## config.mk

```make
export PLATFORM = sky130hd
export DESIGN_NAME = div_unit
export DESIGN_NICKNAME = d
export VERILOG_FILES = /design/src/rtl/div_unit_pkg.sv /design/src/rtl/div_unit_step.sv /design/src/rtl/div_unit.sv
export SDC_FILE = /design/constraint.sdc
export NUM_CORES = 1
export LEC_CHECK = 0
export ABC_AREA = 1
export CAP_MARGIN = 20
export CORE_MARGIN = 4
export CORE_UTILIZATION = 40
export DETAILED_ROUTE_END_ITERATION = 12
export DONT_BUFFER_PORTS = 1
export SETUP_SLACK_MARGIN = 0.15
export SLEW_MARGIN = 5
export SYNTH_ARGS = -nofsm -noshare
export SYNTH_HDL_FRONTEND = slang
export SYNTH_HIERARCHICAL = 1
export SYNTH_SLANG_ARGS = --single-unit
```

## constraint.sdc

```tcl
create_clock -name clk -period 5.85 [get_ports clk]
set_clock_uncertainty 0.1 [all_clocks]
set_input_delay 1.17 -clock clk [delete_from_list [all_inputs] [get_ports clk]]
set_output_delay 1.17 -clock clk [all_outputs]
set_load 0.02 [all_outputs]
```

## src/rtl/div_unit_pkg.sv

```systemverilog
// Shared definitions for the execute-stage radix-2 restoring divider.
// The result bus is packed as {HI, LO} = {remainder, quotient}: slot 1 of
// the 2*WIDTH result is HI, slot 0 is LO.
package div_unit_pkg;

  typedef enum logic [1:0] {
    DIV_IDLE = 2'b00,
    DIV_BUSY = 2'b01,
    DIV_DONE = 2'b10
  } div_state_e;

  localparam int DIV_LO_SLOT = 0;
  localparam int DIV_HI_SLOT = 1;

endpackage

```

## src/rtl/div_unit_step.sv

```systemverilog
// One restoring-division iteration (the div_step stage), purely
// combinational. It maps (R, Q, |b|) to the next (R, Q), so two instances
// can be chained if the divider is ever unrolled to 2 bits per cycle.
module div_unit_step #(
  parameter int WIDTH = 32
) (
  input  logic [WIDTH:0]   r_i,
  input  logic [WIDTH-1:0] q_i,
  input  logic [WIDTH-1:0] b_i,
  output logic [WIDTH:0]   r_o,
  output logic [WIDTH-1:0] q_o
);

  logic [WIDTH:0]   shifted;
  logic [WIDTH+1:0] diff;
  logic             unused_r_msb;

  // The partial remainder is always below |b| before the shift, so its top
  // bit never carries information into the next step.
  assign unused_r_msb = r_i[WIDTH];

  assign shifted = {r_i[WIDTH-1:0], q_i[WIDTH-1]};
  // One extra bit keeps the borrow separate even when b is zero.
  assign diff    = {1'b0, shifted} - {2'b00, b_i};

  // Keep the difference when it does not borrow, otherwise restore.
  always_comb begin
    r_o = shifted;
    q_o = {q_i[WIDTH-2:0], 1'b0};
    if (!diff[WIDTH+1]) begin
      r_o = diff[WIDTH:0];
      q_o = {q_i[WIDTH-2:0], 1'b1};
    end
  end

endmodule

```

## src/rtl/div_unit.sv

```systemverilog
// Multi-cycle MIPS DIV/DIVU unit beside the E-stage ALU. It raises
// div_stall while it iterates, presents {remainder, quotient} in DONE, and
// holds it there until the divide leaves E. An exception flush aborts the
// operation without touching the held result.
module div_unit
  import div_unit_pkg::*;
#(
  parameter int WIDTH = 32
) (
  input  logic                 clk,
  input  logic                 resetn,
  input  logic                 div_valid,
  input  logic                 div_signed,
  input  logic [WIDTH-1:0]     a,
  input  logic [WIDTH-1:0]     b,
  input  logic                 stallE,
  input  logic                 cancel,
  output logic                 div_stall,
  output logic                 div_ready,
  output logic [2*WIDTH-1:0]   result
);

  localparam int              CNT_W    = $clog2(WIDTH);
  localparam logic [CNT_W-1:0] CNT_LAST = CNT_W'(WIDTH - 1);

  div_state_e        state_q;
  logic [CNT_W-1:0]  cnt_q;
  logic [WIDTH:0]    r_q;
  logic [WIDTH-1:0]  q_q;
  logic [WIDTH-1:0]  b_abs_q;
  logic              neg_quot_q;
  logic              neg_rem_q;
  logic [2*WIDTH-1:0] result_q;

  logic [WIDTH-1:0]  a_abs_d;
  logic [WIDTH-1:0]  b_abs_d;
  logic [WIDTH:0]    r_d;
  logic [WIDTH-1:0]  q_d;
  logic [WIDTH-1:0]  quot_d;
  logic [WIDTH-1:0]  rem_d;

  div_unit_step #(
    .WIDTH(WIDTH)
  ) u_step (
    .r_i (r_q),
    .q_i (q_q),
    .b_i (b_abs_q),
    .r_o (r_d),
    .q_o (q_d)
  );

  // Operand magnitudes for the start edge, and sign-corrected final values.
  // The sign flags are latched already gated by div_signed, so DIVU never
  // negates even if div_signed moves while busy.
  always_comb begin
    a_abs_d = (div_signed && a[WIDTH-1]) ? -a : a;
    b_abs_d = (div_signed && b[WIDTH-1]) ? -b : b;
    quot_d  = neg_quot_q ? -q_d : q_d;
    rem_d   = neg_rem_q ? -r_d[WIDTH-1:0] : r_d[WIDTH-1:0];
  end

  // Sequencer and datapath registers: start in IDLE, one bit per BUSY
  // cycle, hold the result in DONE until E advances; cancel wins everywhere.
  always_ff @(posedge clk or negedge resetn) begin
    if (!resetn) begin
      state_q    <= DIV_IDLE;
      cnt_q      <= '0;
      r_q        <= '0;
      q_q        <= '0;
      b_abs_q    <= '0;
      neg_quot_q <= 1'b0;
      neg_rem_q  <= 1'b0;
      result_q   <= '0;
    end else if (cancel) begin
      state_q <= DIV_IDLE;
      cnt_q   <= '0;
    end else begin
      case (state_q)
        DIV_IDLE: begin
          if (div_valid) begin
            r_q        <= '0;
            q_q        <= a_abs_d;
            b_abs_q    <= b_abs_d;
            neg_quot_q <= div_signed & (a[WIDTH-1] ^ b[WIDTH-1]);
            neg_rem_q  <= div_signed & a[WIDTH-1];
            cnt_q      <= '0;
            state_q    <= DIV_BUSY;
          end
        end
        DIV_BUSY: begin
          r_q   <= r_d;
          q_q   <= q_d;
          cnt_q <= cnt_q + 1'b1;
          if (cnt_q == CNT_LAST) begin
            result_q[DIV_HI_SLOT*WIDTH +: WIDTH] <= rem_d;
            result_q[DIV_LO_SLOT*WIDTH +: WIDTH] <= quot_d;
            state_q <= DIV_DONE;
          end
        end
        DIV_DONE: begin
          if (!stallE) begin
            state_q <= DIV_IDLE;
          end
        end
        default: begin
          state_q <= DIV_IDLE;
        end
      endcase
    end
  end

  // stallE is deliberately absent here: the hazard unit builds stallE from
  // div_stall, so using it would close a combinational loop.
  assign div_stall = div_valid & (state_q != DIV_DONE) & ~cancel;
  assign div_ready = (state_q == DIV_DONE);
  assign result    = result_q;

endmodule
```

==> key figures <==
Setup path
  – Crit path max-delay family: simple AND/OR/NAND/NOR gates
  – Worst Path Buf+Inv: 1
  – Reg2reg setup slack: 1740 ps
  – CP Depth: 17
  – Worst R2R End: result[58]$_DFFE_PN0P_
  – CP cell instances: ha_1 > nand2_1 > nor2_2 > nand2_1 > nor2_1 > nand2_4 > nand2_8 > o21ai_0 > inv_1 > ha_1 > nand3_1 > nand2_2 > nand4_1 > nor2_1 > nand3_1 > nand3_1 > nand2_1
  – Reg-to-Reg Start: r_q[20]$_DFFE_PN0P_
  – Reg2reg path depth: 17
  – Worst Setup End Kind: register
  – CP Capture Point: result[58]$_DFFE_PN0P_
  – Worst setup path class: reg2reg
  – Crit path from: r_q[20]$_DFFE_PN0P_
  – CP Max Fanout: 35
  – CP max-delay cell: dfrtp_1
  – Worst Setup Start Kind: register
  – Crit path required time: between 6000 and 7000 ps
  – Worst EP arrival: ~4300 ps
  – Max incr delay on CP: 460 ps

STA
  – Final Hold Fails: 0
  – Worst Tran Pin Value: 1040 ps
  – Rel. slew slack: 0.306
  – Tcrit/Tclk final: 0.702
  – FMAX: 244 MHz
  – Slew Viols, Final: 0
  – RSZ-0062 raised after global routing: false
  – TNS Setup: 0 ps
  – Final Setup Violations: 0
  – Min Tclk post-route: ~4000 ps

Clocking
  – H-tree Lvls: 4
  – PostCTS Resize Cnt: 0
  – Root Buffer: clkbuf_16
  – CTS tree: built
  – # Post-CTS Setup Buffers: 0
  – Longest Clk Path Bufs: 2
  – Clock Latency Late Sink: between 400 and 500 ps
  – CTS Buf Count: 17
  – Worst-path clk slew: 70 ps
  – # clock sinks: 169
  – Post-CTS Hold Fix Bufs: 0

Finish
  – P&R area growth vs syn: 5.18%
  – Final nets: around 2,200
  – Commonest cells after routing, fill and taps aside: nand2_1 (786), inv_1 (278), nand3_1 (222), nor2_1 (170), dfrtp_1 (169)
  – Share of cells above drive strength 1: 0.0503
  – Ant diodes: 0
  – Commonest non-fill, non-tap cell in the layout: nand2_1
  – Post-Layout Inst Area: 14,300 um2
  – Non-Filler Instances: 2,554

Detailed routing
  – WL/cell: 17.8 um
  – Antenna Nets Post-Route: 0
  – Post-route DRC: 0
  – Initial DRC count: 1,104
  – Vias/cell: 5.23
  – Post-Route WL: 45.5 mm
  – Drt pass-1 iters: 6
  – Via count: 13,361

Placement
  – DP Cell Count: roughly 2,500
  – Placed inst area: about 14,000 um2
  – Detail Placement HPWL: 35.2 mm
  – Port Buffers: 0
  – Gpl congestion: a little under 1

GRT
  – Total grt overflow: 0
  – First-pass GRT wire length: between 70 and 80 mm
  – Vias in the first global route: 12,532
  – Largest net degree at the start of global routing: 170
  – Initial antenna violation count: 0
  – Met1 Usage GRT: 0.339
  – Busiest grt layer: met2
  – Met3 Resource Use GR: 0.0436
  – Global routing usage on met2: 0.399
  – Total GRT Usage: 0.245

Floorplanning
  – Die area: 37,000 um2
  – I/O pin cnt: 136
  – Die width: 192 um
  – CORE AREA: 33,500 um2
  – Height of the die: slightly below 200 um
  – Std cell rows: 67
  – Initial Utilization: 0.406

Power and ir drop
  – Power per standard cell area: 521 nW/um2
  – Total power: 7.45 mW
  – Max VDD drop: 0.282 mV
  – P_leak: 7.74 nW

Synth
  – Cell area after synthesis: 13,600 um2
  – Post-Synthesis Net Count: 2,268
  – Syn_area_per_cell: 6.30 um2
  – Synth warnings: 6
  – Syn Inst Count: around 2,200

Flow run
  – Max-cap viol count: 0

Outcome
  – Outcome: finished clean

Hold path
  – Hold WC Path Type: in2async
where the power goes:
group	internal [mW]	total, mW	switching (mW)
Clock	0.700	1.21	0.513
Sequential	1.35	1.57	0.218
Combinational	1.41	4.67	3.26
Total	3.46	7.45	3.99
layer usage:
metal | wire length [um] | up-vias
met5 | 0 | -
met3 | 2880 | 49
li1 | - | 6647
met1 | 20600 | 6248
met4 | 1020 | 0
met2 | 21100 | 417
metrics by stage:
step / setup WS [ps] / hold slack, ps / util
final: 1740 / 318 / 0.427
after global routing: 1420 / 301 / 0.427
after CTS: 1820 / 301 / 0.427
after detailed placement: 1840 / 369 / 0.408
after global placement: 1900 / 366 / 0.407
after floorplan: 2900 / 349 / -
state kept, by name, indices dropped and copies added (netlist names):
signal / flops
cnt_q: 5
r_q: 32
state_q: 2
b_abs_q: 32
neg_rem_q: 1
neg_quot_q: 1
result: 64
q_q: 32
worst register-to-register path, cell delays in order, from the launching register on:
cell and delay (ps):
dfrtp_1 460, ha_1 460, nand2_1 160, nor2_2 220
nand2_1 140, nor2_1 220, nand2_4 310, nand2_8 390
o21ai_0 280, inv_1 150, ha_1 200, nand3_1 110
nand2_2 140, nand4_1 190, nor2_1 210, nand3_1 110
nand3_1 110, nand2_1 70
area by class of cell:
class	count	area, um2
timing repair buffer	6	85.1
clock buffer	19	453
inverter	289	1090
sequential	169	4230
multi-input combinational	1610	7730
tap	448	561
clock inverter	13	168
fill	3644	19200
worst min path at each step:
stage                                    endpoint  depth (start not counted)
after floorplan            b_abs_q[7]$_DFFE_PN0P_                          2
after global placement    b_abs_q[22]$_DFFE_PN0P_                          2
after detailed placement   b_abs_q[9]$_DFFE_PN0P_                          2
after CTS                 b_abs_q[23]$_DFFE_PN0P_                          0
after global routing          r_q[26]$_DFFE_PN0P_                          0
final                     b_abs_q[26]$_DFFE_PN0P_                          0
Note: power is estimated with default switching activity, not from simulation.
